==> config.mk <==
export PLATFORM = sky130hd
export DESIGN_NAME = packet_flit_assembler
export DESIGN_NICKNAME = d
export VERILOG_FILES = /design/src/rtl/packet_flit_assembler_pkg.sv /design/src/rtl/packet_flit_assembler.sv
export SDC_FILE = /design/constraint.sdc
export NUM_CORES = 1
export LEC_CHECK = 0
export BUFFER_PORTS_ARGS = -buffer_cell sky130_fd_sc_hd__buf_2
export CORE_AREA = 2 2 226 228
export DETAILED_ROUTE_END_ITERATION = 6
export DIE_AREA = 0 0 228 230
export MAX_ROUTING_LAYER = met4
export PLACE_DENSITY = 0.66
export SYNTH_ARGS = -nofsm -noshare
export SYNTH_HDL_FRONTEND = slang
export SYNTH_SLANG_ARGS = --single-unit
==> constraint.sdc <==
create_clock -name clk -period 3.72 [get_ports clk]
set_input_delay 0.372 -clock clk [delete_from_list [all_inputs] [get_ports clk]]
set_output_delay 0.372 -clock clk [all_outputs]
set_load 0.1 [all_outputs]
==> src/rtl/packet_flit_assembler_pkg.sv <==
// Shared types for the flit assembler: flit type and FSM encodings, flit field
// positions and the byte-lane XOR checksum.
package packet_flit_assembler_pkg;

  typedef enum logic [1:0] {
    HEAD = 2'b00,
    BODY = 2'b01,
    TAIL = 2'b10,
    NOPE = 2'b11
  } flit_type_e;

  typedef enum logic [1:0] {
    IDLE = 2'b00,
    RECV = 2'b01,
    DROP = 2'b10,
    DONE = 2'b11
  } assembler_state_e;

  localparam int FLIT_BITS      = 64;
  localparam int FLIT_TYPE_MSB  = 63;
  localparam int FLIT_TYPE_LSB  = 62;
  localparam int LEN_MSB        = 61;
  localparam int LEN_LSB        = 58;
  localparam int LEN_WIDTH      = LEN_MSB - LEN_LSB + 1;
  localparam int CHECKSUM_WIDTH = 8;

  function automatic logic [CHECKSUM_WIDTH-1:0] flit_checksum(input logic [FLIT_BITS-1:0] flit);
    logic [CHECKSUM_WIDTH-1:0] acc;
    acc = 8'h00;
    for (int i = 0; i < FLIT_BITS / CHECKSUM_WIDTH; i++) begin
      acc = acc ^ flit[i*CHECKSUM_WIDTH +: CHECKSUM_WIDTH];
    end
    return acc;
  endfunction

endpackage

==> src/rtl/packet_flit_assembler.sv <==
// Assembles a serial flit stream into whole packets, checking order, length and
// checksum, and offers each packet downstream over a valid/ready handshake.
module packet_flit_assembler
  import packet_flit_assembler_pkg::*;
#(
  parameter int FLIT_WIDTH = FLIT_BITS,
  parameter int MAX_FLITS  = 8
) (
  input  logic                              clk,
  input  logic                              rst_n,
  input  logic                              in_valid,
  output logic                              in_ready,
  input  logic [FLIT_WIDTH-1:0]             in_flit,
  output logic                              out_valid,
  input  logic                              out_ready,
  output logic [MAX_FLITS*FLIT_WIDTH-1:0]   out_packet,
  output logic [$clog2(MAX_FLITS+1)-1:0]    out_flit_num,
  output logic                              out_error
);

  localparam int CNT_W = $clog2(MAX_FLITS + 1);
  localparam int IDX_W = $clog2(MAX_FLITS);
  localparam logic [CNT_W-1:0] CNT_ONE  = CNT_W'(1);
  localparam logic [CNT_W-1:0] CNT_LAST = CNT_W'(MAX_FLITS - 1);
  localparam logic [CNT_W-1:0] CNT_MAX  = CNT_W'(MAX_FLITS);

  logic [FLIT_WIDTH-1:0]     buf_r [MAX_FLITS];
  assembler_state_e          state_r;
  logic [CNT_W-1:0]          cnt_r;
  logic [CHECKSUM_WIDTH-1:0] csum_r;
  logic [LEN_WIDTH-1:0]      len_r;
  logic                      err_r;
  logic                      out_valid_r;
  logic                      in_ready_r;

  flit_type_e                ftype_s;
  logic [LEN_WIDTH-1:0]      len_s;
  logic                      len_ok_s;
  logic                      xfer_s;
  logic [IDX_W-1:0]          idx_s;
  logic                      tail_bad_s;

  assign ftype_s    = flit_type_e'(in_flit[FLIT_TYPE_MSB:FLIT_TYPE_LSB]);
  assign len_s      = in_flit[LEN_MSB:LEN_LSB];
  assign len_ok_s   = (int'(len_s) >= 32'sd2) && (int'(len_s) <= MAX_FLITS);
  assign xfer_s     = in_valid && in_ready_r;
  assign idx_s      = cnt_r[IDX_W-1:0];
  // len_r is only used here once a legal length was latched, so it fits CNT_W.
  assign tail_bad_s = (in_flit[CHECKSUM_WIDTH-1:0] != csum_r) ||
                      (CNT_W'(len_r) != cnt_r + CNT_ONE);

  assign in_ready     = in_ready_r;
  assign out_valid    = out_valid_r;
  assign out_flit_num = cnt_r;
  assign out_error    = err_r;

  for (genvar gi = 0; gi < MAX_FLITS; gi++) begin : g_slot
    assign out_packet[gi*FLIT_WIDTH +: FLIT_WIDTH] = buf_r[gi];
  end

  // Assembler FSM together with the flit store and all registered outputs.
  always_ff @(posedge clk or negedge rst_n) begin
    if (!rst_n) begin
      for (int i = 0; i < MAX_FLITS; i++) buf_r[i] <= '0;
      state_r     <= IDLE;
      cnt_r       <= '0;
      csum_r      <= '0;
      len_r       <= '0;
      err_r       <= 1'b0;
      out_valid_r <= 1'b0;
      in_ready_r  <= 1'b0;
    end else if (xfer_s && ftype_s == HEAD && (state_r == IDLE || state_r == RECV)) begin
      // A head always restarts the packet; arriving mid-packet it is an order error.
      for (int i = 1; i < MAX_FLITS; i++) buf_r[i] <= '0;
      buf_r[0]   <= in_flit;
      cnt_r      <= CNT_ONE;
      csum_r     <= flit_checksum(in_flit);
      len_r      <= len_s;
      err_r      <= (state_r == RECV) || !len_ok_s;
      state_r    <= len_ok_s ? RECV : DROP;
      in_ready_r <= 1'b1;
    end else begin
      in_ready_r <= (state_r != DONE) || out_ready;
      case (state_r)
        IDLE: begin
          if (xfer_s && (ftype_s == BODY || ftype_s == TAIL)) begin
            buf_r[0] <= in_flit;
            cnt_r    <= CNT_ONE;
            err_r    <= 1'b1;
            if (ftype_s == TAIL) begin
              state_r     <= DONE;
              out_valid_r <= 1'b1;
              in_ready_r  <= 1'b0;
            end else begin
              state_r <= DROP;
            end
          end else begin
            state_r <= IDLE;
          end
        end
        RECV: begin
          if (xfer_s && ftype_s == BODY) begin
            if (cnt_r == CNT_LAST) begin
              err_r   <= 1'b1;
              state_r <= DROP;
            end else begin
              buf_r[idx_s] <= in_flit;
              cnt_r        <= cnt_r + CNT_ONE;
              csum_r       <= csum_r ^ flit_checksum(in_flit);
            end
          end else if (xfer_s && ftype_s == TAIL) begin
            buf_r[idx_s] <= in_flit;
            cnt_r        <= cnt_r + CNT_ONE;
            err_r        <= err_r | tail_bad_s;
            state_r      <= DONE;
            out_valid_r  <= 1'b1;
            in_ready_r   <= 1'b0;
          end else begin
            state_r <= RECV;
          end
        end
        DROP: begin
          if (xfer_s && ftype_s != NOPE) begin
            if (cnt_r < CNT_MAX) begin
              buf_r[idx_s] <= in_flit;
              cnt_r        <= cnt_r + CNT_ONE;
            end
            if (ftype_s == TAIL) begin
              state_r     <= DONE;
              out_valid_r <= 1'b1;
              in_ready_r  <= 1'b0;
            end
          end
        end
        DONE: begin
          if (out_ready) begin
            for (int i = 0; i < MAX_FLITS; i++) buf_r[i] <= '0;
            cnt_r       <= '0;
            csum_r      <= '0;
            len_r       <= '0;
            err_r       <= 1'b0;
            out_valid_r <= 1'b0;
            state_r     <= IDLE;
          end
        end
        default: begin
          state_r <= IDLE;
        end
      endcase
    end
  end

endmodule

==> results of run 1 <==
per-stage QoR:
stage	utilization [%]	hold slack [ns]	cells	setup WS, ns	area (sq um)
after global placement	48.5	0.479	2617	0.877	24200
after CTS	52.2	0.139	2711	0.818	26100
final	52.2	0.173	2712	0.756	26100
after detailed placement	48.5	0.476	2617	0.704	24200
after global routing	52.2	0.167	2712	0.628	26100
after floorplan	-	0.0764	1493	1.12	20600
final cells by class:
class	count	share of cell area [%]
Sequential cell	533	51.2
Multi-Input combinational cell	773	24.7
Timing Repair Buffer	632	13.6
Clock buffer	69	5.83
Tap cell	672	3.23
Clock inverter	24	1.33
Inverter	8	0.115
Antenna cell	1	0.00961
worst max path at each step:
stage | from | endpoint | slack [ns] | cells after the start
2_1_floorplan | in_ready | out_packet[386] | 1.12 | 7
3_3_place_gp | in_flit[63] | out_packet[25] | 0.88 | 9
4_1_cts | state_r[1] | out_packet[47] | 0.82 | 9
5_1_grt | state_r[1] | out_packet[37] | 0.63 | 9
6_report | state_r[1] | out_packet[32] | 0.76 | 9
3_5_place_dp | in_flit[63] | out_packet[26] | 0.70 | 9
cell families after synthesis:
| logic type | count (synthesis) | share of synthesized area, % |
|---|---|---|
| compound gates | 559 | 23.4 |
| xor+xnor | 70 | 2.97 |
| fa+ha+maj | 10 | 0.607 |
| buf+inv | 187 | 4.53 |
| flops | 533 | 64.7 |
| mux | 4 | 0.206 |
| simple gates | 130 | 3.61 |
Yosys cell counts, drive strengths merged (10+ instances only):
library cell,count,share of area [%]
o21ai,20,0.59
clkbuf,27,0.49
nand3,21,0.57
a22o,510,22
nor2,19,0.36
nand2,37,0.69
ha,10,0.61
xor2,17,0.72
dfrtp,533,65
buf,152,3.9
xnor2,53,2.3
layer usage:
metal | vias to the layer above | part of all wire (%)
li1 | 6638 | -
met5 | - | 0
met1 | 8448 | 42
met4 | 0 | 3.1
met2 | 912 | 46
met3 | 150 | 9.0
sequential cells by signal, summed over array words and instances, names as in the netlist:
| name | count |
|---|---|
| out_error | 1 |
| len_r | 4 |
| out_flit_num | 4 |
| state_r | 2 |
| csum_r | 8 |
| in_ready | 1 |
| out_packet | 512 |
| out_valid | 1 |
critical path: stages, from the launching register on:
cell	delay, ns
sky130_fd_sc_hd__dfrtp_1	0.42
sky130_fd_sc_hd__inv_1	0.11
sky130_fd_sc_hd__ha_1	0.21
sky130_fd_sc_hd__buf_4	0.19
sky130_fd_sc_hd__and3b_1	0.20
sky130_fd_sc_hd__a22oi_2	0.28
sky130_fd_sc_hd__nand2_1	0.18
sky130_fd_sc_hd__a21oi_4	0.74
sky130_fd_sc_hd__buf_12	0.30
sky130_fd_sc_hd__a22o_1	0.20
==> metrics.log, run 1 <==
[metrics] multi-input combinational cell area: 6440 sq um
[metrics] average cell area after synthesis: 13.8 sq um
[metrics] worst hold path class: in -> reg
[metrics] die width: 228 microns
[metrics] clock latency at the later pin of the worst-skew pair: 0.61 ns
[metrics] # port buffers: 586
[metrics] fill cell instance count of the final layout: 4275
[metrics] total setup buffers inserted after CTS: 0
[metrics] share of final-layout standard cells stronger than drive strength 1: 36.8%
[metrics] final routed DRC violation total: 0
[metrics] Clock Sinks: 533
[metrics] DRC violation total after the first TritonRoute iteration: 1502
[metrics] Reg area: 13300 sq um
[metrics] Total Die Area: 52400 sq um
[metrics] post-synthesis sequential area ratio: 64.7%
[metrics] leading register cell type out of synthesis: sky130_fd_sc_hd__dfrtp_1
[metrics] Placeable Area: 49900 sq um
[metrics] number of setup violations in the final report: 0
[metrics] overall via count from detail_route: 16148
[metrics] cells resized by post-CTS repair: 0
[metrics] Post-layout nets: 2080
[metrics] terminus of the critical flop-to-flop path: out_packet[32]
[metrics] number of buffers added to fix hold violations after cts: 1
[metrics] M1 GR Usage: 38.6%
[metrics] routability-driven placement congestion ratio: 0.927
[metrics] busiest layer in global routing: met2
[metrics] vias in the first global route: 15868
[metrics] post-synthesis instance area: 20600 sq um
[metrics] sum of net half-perimeters after detailed placement: 48.9 mm
[metrics] Vias per Instance: 5.95
[metrics] Netlist cell types: 58
[metrics] total wire length: 74.4 mm
[metrics] number of max-cap violations: 0
[metrics] crit end category: register
[metrics] EDFF count, synth: 0
[metrics] clock period minus final worst setup slack: 2.96 ns
[metrics] status: completed
[metrics] buffers from clock root to sink, at most: 3
[metrics] effective utilization at floorplan: 41.3%
[metrics] number of CTS-inserted buffers: 54
[metrics] critical path start-end classification: reg -> reg
[metrics] detailed-routing iteration count for the pre-antenna-repair pass: 6
[metrics] setup tns final: 0 ns
[metrics] final hold vios: 0
[metrics] Max Fclk: 337 MHz
[metrics] Setup crit start kind: register
[metrics] clock input transition at the sequential cells of the worst setup and hold paths: 0.07 ns
[metrics] Die Height: 230 microns
[metrics] CTS Root Buffer Type: sky130_fd_sc_hd__clkbuf_16
[metrics] most frequent cells in the layout: sky130_fd_sc_hd__buf_2, sky130_fd_sc_hd__dfrtp_1, sky130_fd_sc_hd__a22o_1, sky130_fd_sc_hd__clkbuf_16, sky130_fd_sc_hd__xnor2_1
[metrics] register bit count reported by yosys: 533
[metrics] number of H-tree levels: 2
[metrics] Syn Inst Count: 1493
[metrics] setup slack of the worst register-to-register path: 0.76 ns
[metrics] antenna violations before repair: 1
[metrics] sum of overflow across all layers after global routing: 0
[metrics] CTS tree: done
[metrics] ratio of final minimum period to clock period: 79.7%
[metrics] top fanout value on the critical path: 40
[metrics] count of antenna-violating nets left after detailed routing: 0
[metrics] origin of the critical flop-to-flop path: state_r[1]
[metrics] count of synthesis-stage warnings from yosys: 0
[metrics] Hold Path Cell Cnt: 2
[metrics] pin count of the biggest net entering global routing: 92
[metrics] Relative slew margins: 37.7%
[metrics] Clock Skew: 0.0171 ns
[metrics] number of pins exceeding their max-slew limit in the final report: 0
[metrics] hold-critical path endpoint: out_packet[164]
[metrics] area delta synth->final: 26.4%
[metrics] critical path arrival: 3.50 ns
[metrics] global routing usage on met2: 43.2%
[metrics] number of placed I/O pins: 587
[metrics] Post-Synthesis Net Count: 1571
[metrics] worst slew pin tran: 0.932 ns
[metrics] Total Routing Usage GR: 28.8%
[metrics] routed length per instance: 27.4 microns
[metrics] async set-or-reset flop fraction in the synthesized netlist: 100%
[metrics] # rows: 82
[metrics] commonest non-fill, non-tap cell in the layout: sky130_fd_sc_hd__buf_2
[metrics] met3 capacity usage during global routing: 7.50%
[metrics] WP data required: 4.25 ns
[metrics] first-pass GRT wire length: 110 mm
[metrics] number of cells on the worst reg-to-reg path: 9
[metrics] RSZ-0062 raised after global routing: false
[metrics] worst hold path startpoint: in_flit[36]
Power of run 1 is not shown: default switching activity piles up to over one toggle a cycle in this logic, so the estimate is an artifact.
==> inputs of run 2 (changes only) <==
--- a/config.mk
+++ b/config.mk
@@ -5,12 +5,12 @@
 export SDC_FILE = /design/constraint.sdc
 export NUM_CORES = 1
 export LEC_CHECK = 0
+export ABC_AREA = 1
 export BUFFER_PORTS_ARGS = -buffer_cell sky130_fd_sc_hd__buf_2
-export CORE_AREA = 2 2 226 228
+export CORE_UTILIZATION = 49
 export DETAILED_ROUTE_END_ITERATION = 6
-export DIE_AREA = 0 0 228 230
 export MAX_ROUTING_LAYER = met4
-export PLACE_DENSITY = 0.66
+export PLACE_DENSITY = 0.77
 export SYNTH_ARGS = -nofsm -noshare
 export SYNTH_HDL_FRONTEND = slang
 export SYNTH_SLANG_ARGS = --single-unit
==> constraint.sdc (replaced) <==
create_clock -name clk -period 2.5 [get_ports clk]
set_input_delay 0.25 -clock clk [delete_from_list [all_inputs] [get_ports clk]]
set_output_delay 0.25 -clock clk [all_outputs]
set_load 0.1 [all_outputs]
==> run 2 against run 1 <==
  * Critical path depth up 4
  * Wire length rose by 29%
  * Utilization up 10 points
==> metrics.log, run 2 <==
[metrics] total wire length: 96.2 mm (+29%)
[metrics] Clock Sinks: 533 (unchanged)
[metrics] standard cell area after detailed placement: 28700 sq um (+19%)
[metrics] final routed DRC violation total: 0 (unchanged)
[metrics] most frequently used cell type in the post-synthesis netlist: sky130_fd_sc_hd__nand2_1
[metrics] Placeable Area: 49300 sq um (-1.2%)
[metrics] Yosys top cell by area: sky130_fd_sc_hd__dfrtp_1
[metrics] detailed-routing iteration count for the pre-antenna-repair pass: 6 (unchanged)
[metrics] Setup crit start kind: register
[metrics] number of placed I/O pins: 587 (unchanged)
[metrics] pin count of the biggest net entering global routing: 81 (-12%)
[metrics] antenna violations before repair: 3 (+2)
[metrics] post-synthesis instance area: 24600 sq um (+20%)
[metrics] Post-Synthesis Net Count: 3244 (+110%)
[metrics] number of H-tree levels: 2 (unchanged)
[metrics] final hold vios: 0 (unchanged)
[metrics] leading register cell type out of synthesis: sky130_fd_sc_hd__dfrtp_1
[metrics] Max Fclk: 424 MHz (+26%)
[metrics] Relative slew margins: 59.4% (+22 points)
[metrics] Hold Path Cell Cnt: 3 (+1)
[metrics] # rows: 81 (-1.2%)
[metrics] number of flip-flops in the largest register: 512 (unchanged)
[metrics] fill cell instance count of the final layout: 4338 (+1.5%)
[metrics] worst slew pin tran: 0.609 ns (-0.324 ns)
[metrics] critical path start-end classification: reg -> reg
[metrics] crit end category: register
[metrics] Die Height: 226 microns (-1.6%)
[metrics] sum of overflow across all layers after global routing: 0 (unchanged)
[metrics] Clock Skew: 0.0153 ns (-0.00180 ns)
[metrics] buffers from clock root to sink, at most: 3 (unchanged)
[metrics] ratio of final minimum period to clock period: 94.3% (+15 points)
[metrics] CTS tree: done
[metrics] sum of net half-perimeters after detailed placement: 64.7 mm (+32%)
[metrics] Total Die Area: 51200 sq um (-2.4%)
[metrics] routability-driven placement congestion ratio: 0.941 (+1.5%)
[metrics] most frequent cells in the layout: sky130_fd_sc_hd__nand2_1, sky130_fd_sc_hd__buf_2, sky130_fd_sc_hd__dfrtp_1, sky130_fd_sc_hd__nand3_1, sky130_fd_sc_hd__o21ai_0
[metrics] clock period minus final worst setup slack: 2.36 ns (-0.606 ns)
[metrics] register bit count reported by yosys: 533 (unchanged)
[metrics] number of cells on the worst reg-to-reg path: 13 (+4)
[metrics] area delta synth->final: 24.6%
[metrics] Total Routing Usage GR: 37.5% (+8.7 points)
[metrics] first-pass GRT wire length: 139 mm (+26%)
[metrics] Syn Inst Count: 3166 (+110%)
[metrics] EDFF count, synth: 0 (unchanged)
[metrics] routed length per instance: 22.0 microns (-20%)
[metrics] async set-or-reset flop fraction in the synthesized netlist: 100% (unchanged)
[metrics] status: completed
[metrics] ranking of synthesized cells by instance count: sky130_fd_sc_hd__nand2_1, sky130_fd_sc_hd__dfrtp_1, sky130_fd_sc_hd__nand3_1, sky130_fd_sc_hd__clkbuf_1, sky130_fd_sc_hd__o21ai_0
[metrics] CTS Root Buffer Type: sky130_fd_sc_hd__clkbuf_16
[metrics] clock latency at the later pin of the worst-skew pair: 0.61 ns (about the same)
[metrics] count of antenna-violating nets left after detailed routing: 0 (unchanged)
[metrics] average cell area after synthesis: 7.79 sq um (-44%)
[metrics] worst hold path class: in -> reg
[metrics] DRC violation total after the first TritonRoute iteration: 2755 (+83%)
[metrics] number of max-cap violations: 0 (unchanged)
[metrics] number of CTS-inserted buffers: 55 (+1.9%)
[metrics] Finished Cell Area: 30700 sq um (+18%)
[metrics] clock input transition at the sequential cells of the worst setup and hold paths: 0.06 ns (about the same)
[metrics] vias in the first global route: 22174 (+40%)
[metrics] commonest non-fill, non-tap cell in the layout: sky130_fd_sc_hd__nand2_1
[metrics] RSZ-0062 raised after global routing: false
[metrics] share of the synthesized area in the top cell type: 54.1% (-11 points)
[metrics] overall via count from detail_route: 24538 (+52%)
[metrics] WP data required: 3.04 ns (-1.21 ns)
[metrics] Netlist cell types: 37 (-36%)
[metrics] total setup buffers inserted after CTS: 0 (unchanged)
[metrics] effective utilization at floorplan: 50.0% (+8.7 points)
[metrics] Vias per Instance: 5.60 (-5.9%)
[metrics] critical path arrival: 2.90 ns (-0.60 ns)
[metrics] share of final-layout standard cells stronger than drive strength 1: 22.0% (-15 points)
[metrics] Post-layout nets: 3747 (+80%)
[metrics] # port buffers: 586 (unchanged)
[metrics] top fanout value on the critical path: 47 (+18%)
[metrics] die width: 226 microns (-0.75%)
[metrics] post-synthesis sequential area ratio: 54.1% (-11 points)
[metrics] number of setup violations in the final report: 0 (unchanged)
[metrics] final worst hold slack: 0.0315 ns (-0.142 ns)
[metrics] number of pins exceeding their max-slew limit in the final report: 0 (unchanged)
[metrics] Reg area: 13300 sq um (about the same)
[metrics] count of synthesis-stage warnings from yosys: 0 (unchanged)
[metrics] multi-input combinational cell area: 9820 sq um (+53%)
[metrics] top post-synthesis cells by area: sky130_fd_sc_hd__dfrtp_1, sky130_fd_sc_hd__nand2_1, sky130_fd_sc_hd__nand3_1, sky130_fd_sc_hd__o21ai_0, sky130_fd_sc_hd__clkbuf_1
[metrics] setup tns final: 0 ns (unchanged)
[run 2: worst max-delay path: stages (launching register included)]
cell                      delay, ns
sky130_fd_sc_hd__dfrtp_1       0.40
sky130_fd_sc_hd__inv_1         0.11
sky130_fd_sc_hd__ha_1          0.21
sky130_fd_sc_hd__buf_4         0.16
sky130_fd_sc_hd__nand2_1       0.13
sky130_fd_sc_hd__nor2_1        0.08
sky130_fd_sc_hd__nor2_2        0.13
sky130_fd_sc_hd__nand2_1       0.10
sky130_fd_sc_hd__nor2_4        0.11
sky130_fd_sc_hd__buf_12        0.18
sky130_fd_sc_hd__buf_12        0.20
sky130_fd_sc_hd__buf_12        0.24
sky130_fd_sc_hd__nand3_1       0.12
sky130_fd_sc_hd__nand2_1       0.09
[run 2: area by class of cell]
cell class	count	share of cell area, %
tap	664	2.70
multi-input combinational	2260	32.0
clock inverter	21	1.09
inverter	118	1.45
clock buffer	79	5.03
timing repair buffer	701	14.3
sequential	533	43.4
antenna	2	0.0163
[run 2: per-layer routing]
metal  GRT usage, %  vias up  wire, microns
met5              -        -              0
met1           48.5    11688          37300
met2           54.9     1509          42700
li1               -    11026              -
met4           18.8        0           5580
met3           9.36      315          10600
[run 2: logic make-up (layout without fill, tap and decap cells)]
kind of cell             after synthesis  in the layout  synth area share (%)
flip-flops                           533            533                  54.1
other                                  0              2                     0
AO/OA/AOI/OAI                        154            154                  3.37
XOR/XNOR                              15             15                 0.533
AND/OR/NAND/NOR                     2081           2081                  35.2
buffers and inverters                373            919                  6.27
adder cells (fa/ha/maj)               10             10                 0.508
[run 2: repair_timing]
item | CTS | global route
setup endpoints to repair | 0 | 314
gates resized for setup | 0 | 4
hold buffers | 1 | 0
endpoints found under the hold margin | 76 | 0
[run 2: worst paths after layout]
kind | startpoint | endpoint | slack [ns]
worst max register to register | state_r[1] | out_packet[440] | 0.14
worst max-delay path | state_r[1] | out_packet[440] | 0.14
min in group asynchronous | rst_n | out_packet[56] | 0.17
max in group asynchronous | rst_n | out_packet[458] | 1.38
worst min-delay path | in_flit[27] | out_packet[219] | 0.03
worst min register to register | out_packet[201] | out_packet[201] | 0.46
[run 2: stage by stage]
step / util, % / setup WS (ns) / instances
2_1_floorplan: - / 0.0509 / 3166
6_report: 62.4 / 0.142 / 4378
5_1_grt: 62.4 / 0.0239 / 4378
3_5_place_dp: 58.3 / 0.128 / 4272
4_1_cts: 62.2 / 0.123 / 4373
3_3_place_gp: 58.3 / 0.111 / 4272
Power of run 2 is left out for the same reason.
==> inputs of run 3 (changes only) <==
==> constraint.sdc (replaced) <==
create_clock -name clk -period 2.5 [get_ports clk]
set_input_delay 0.625 -clock clk [delete_from_list [all_inputs] [get_ports clk]]
set_output_delay 0.625 -clock clk [all_outputs]
set_load 0.1 [all_outputs]
==> run 3 against run 2 <==
  * Register-to-register slack better by 0.02 ns
  * Sequential cell count did not move
  * Utilization grew 1.2 points
  * Cell area is 1.9% higher
  * Global-route usage grew 1.0 points
  * Worst hold slack improved by 0.30 ns
  * Highest routed layer unchanged
==> metrics.log, run 3 (synthesis gave the netlist of run 2 again) <==
[metrics] final worst slack: 0.165 ns (+0.0231 ns)
[metrics] number of CTS-inserted buffers: 55 (unchanged)
[metrics] total setup buffers inserted after CTS: 0 (unchanged)
[metrics] first-pass GRT wire length: 143 mm (+2.4%)
[metrics] count of antenna-violating nets left after detailed routing: 0 (unchanged)
[metrics] clock period minus final worst setup slack: 2.34 ns (-0.0231 ns)
[metrics] setup slack of the worst register-to-register path: 0.16 ns (+0.02 ns)
[metrics] number of setup violations in the final report: 0 (unchanged)
[metrics] Clock Sinks: 533 (unchanged)
[metrics] ratio of final minimum period to clock period: 93.4% (-0.93 points)
[metrics] final worst hold slack: 0.328 ns (+0.297 ns)
[metrics] number of placed instances, taps included: 4323 (+1.2%)
[metrics] overall via count from detail_route: 24986 (+1.8%)
[metrics] clock latency at the later pin of the worst-skew pair: 0.64 ns (+0.03 ns)
[metrics] vias in the first global route: 22957 (+3.5%)
[metrics] status: completed
[metrics] WP data required: 3.07 ns (+0.03 ns)
[metrics] post-route met1 wirelength: 37.5 mm (+0.37%)
[metrics] pin count of the biggest net entering global routing: 86 (+6.2%)
[metrics] worst hold path startpoint: in_flit[6]
[metrics] hold-critical path endpoint: out_packet[70]
[metrics] number of pins exceeding their max-slew limit in the final report: 0 (unchanged)
[metrics] critical path start-end classification: reg -> reg
[metrics] number of placed I/O pins: 587 (unchanged)
[metrics] final routed DRC violation total: 0 (unchanged)
[metrics] setup tns final: 0 ns (unchanged)
[metrics] length of routed met2 wiring: 43.2 mm (+1.2%)
[metrics] commonest non-fill, non-tap cell in the layout: sky130_fd_sc_hd__nand2_1
[metrics] DRC violation total after the first TritonRoute iteration: 3195 (+16%)
[metrics] most frequent cells in the layout: sky130_fd_sc_hd__nand2_1, sky130_fd_sc_hd__buf_2, sky130_fd_sc_hd__dfrtp_1, sky130_fd_sc_hd__nand3_1, sky130_fd_sc_hd__o21ai_0
[metrics] CTS Root Buffer Type: sky130_fd_sc_hd__clkbuf_16
[metrics] Top Layer Used: met4
[metrics] Worst Setup Slack post-DPL: -0.102 ns (-0.230 ns)
[metrics] buffers from clock root to sink, at most: 3 (unchanged)
[metrics] routed length per instance: 21.9 microns (-0.24%)
[metrics] routability-driven placement congestion ratio: 0.912 (-3.1%)
[metrics] Total Die Area: 51200 sq um (unchanged)
[metrics] Setup crit start kind: register
[metrics] number of H-tree levels: 2 (unchanged)
[metrics] Vias per Instance: 5.64 (+0.63%)
[metrics] critical path arrival: 2.91 ns (about the same)
[metrics] Die Height: 226 microns (unchanged)
[metrics] number of max-cap violations: 0 (unchanged)
[metrics] Finished Layout Cells: 4430 (+1.2%)
[metrics] number of flip-flops in the largest register: 512 (unchanged)
[metrics] area delta synth->final: 27.0%
[metrics] Hold Path Cell Cnt: 3 (unchanged)
[metrics] # port buffers: 586 (unchanged)
[metrics] worst hold path class: in -> reg
[metrics] worst slew pin tran: 0.693 ns (+0.0840 ns)
[metrics] antenna violations before repair: 3 (unchanged)
[metrics] total wire length: 97.1 mm (+0.94%)
[metrics] Placeable Area: 49300 sq um (unchanged)
[metrics] share of final-layout standard cells stronger than drive strength 1: 23.2% (+1.2 points)
[metrics] Relative slew margins: 53.5% (-6.0 points)
[metrics] sum of net half-perimeters after detailed placement: 67.4 mm (+4.1%)
[metrics] effective utilization at floorplan: 50.0% (unchanged)
[metrics] die width: 226 microns (unchanged)
[metrics] origin of the critical flop-to-flop path: state_r[0]
[metrics] length of routed met3 wiring: 10.6 mm (+0.33%)
[metrics] first element of the critical path: state_r[0]
[metrics] Post-layout nets: 3795 (+1.3%)
[metrics] terminus of the critical flop-to-flop path: out_packet[149]
[metrics] crit end category: register
[metrics] CTS tree: done
[metrics] clock input transition at the sequential cells of the worst setup and hold paths: 0.06 ns (about the same)
[metrics] detailed-routing iteration count for the pre-antenna-repair pass: 6 (unchanged)
[metrics] top fanout value on the critical path: 41 (-13%)
[metrics] RSZ-0062 raised after global routing: false
[metrics] number of cells on the worst reg-to-reg path: 12 (-1)
[metrics] Max Fclk: 428 MHz (+0.99%)
[metrics] Clock Skew: 0.0318 ns (+0.0165 ns)
[metrics] Total Routing Usage GR: 38.5% (+1.0 points)
[metrics] final hold vios: 0 (unchanged)
[metrics] # rows: 81 (unchanged)
[metrics] sum of overflow across all layers after global routing: 0 (unchanged)
[run 3: cell count changes in the layout (fill, tap and decap cells not counted), sizes merged]
cell      delta
clkinvlp     -1
clkinv       +6
inv          -2
diode        +1
bufinv       -3
buf         +51
[run 3: timing repair]
item / in CTS / in global routing
gates resized for setup: 0 / 2
endpoints found under the hold margin: 23 / 0
hold buffers: 1 / 0
setup endpoints to repair: 0 / 24
[run 3: worst max-delay path, cell delays in order, from the launching register on]
cell and delay [ns]:
sky130_fd_sc_hd__dfrtp_1 0.42, sky130_fd_sc_hd__inv_1 0.12, sky130_fd_sc_hd__ha_1 0.24, sky130_fd_sc_hd__nor2_1 0.13, sky130_fd_sc_hd__inv_2 0.06, sky130_fd_sc_hd__nand2_4 0.11
sky130_fd_sc_hd__nand2_4 0.06, sky130_fd_sc_hd__buf_4 0.17, sky130_fd_sc_hd__buf_12 0.13, sky130_fd_sc_hd__nor4_4 0.32, sky130_fd_sc_hd__buf_12 0.29, sky130_fd_sc_hd__nand3_1 0.11
sky130_fd_sc_hd__nand2_1 0.09
[run 3: through the flow]
step,instance area (sq um),util (%)
finish,31300,63.6
global route,31300,63.6
CTS,31300,63.5
detailed placement,29300,59.6
global placement,29300,59.6
floorplan,24700,-
[run 3: worst max path at each step]
stage / end / cells past startpoint
4_1_cts: out_packet[10] / 12
6_report: out_packet[149] / 12
2_1_floorplan: out_packet[12] / 16
3_5_place_dp: out_packet[200] / 16
3_3_place_gp: out_packet[136] / 16
5_1_grt: out_packet[431] / 15
[run 3: cell type report]
class	instances	area, sq um
Antenna cell	3	7.51
Timing Repair Buffer	749	4930
Inverter	118	444
Clock buffer	82	1660
Sequential cell	533	13300
Fill cell	4176	17900
Clock inverter	21	280
Tap cell	664	831
Multi-Input combinational cell	2260	9810
[run 3: routing by layer]
metal / GRT usage, % / vias to the layer above
li1: - / 11115
met1: 50.2 / 11913
met2: 56.1 / 1603
met3: 9.24 / 355
met4: 19.6 / 0
met5: - / -
Power of run 3 is left out for the same reason.
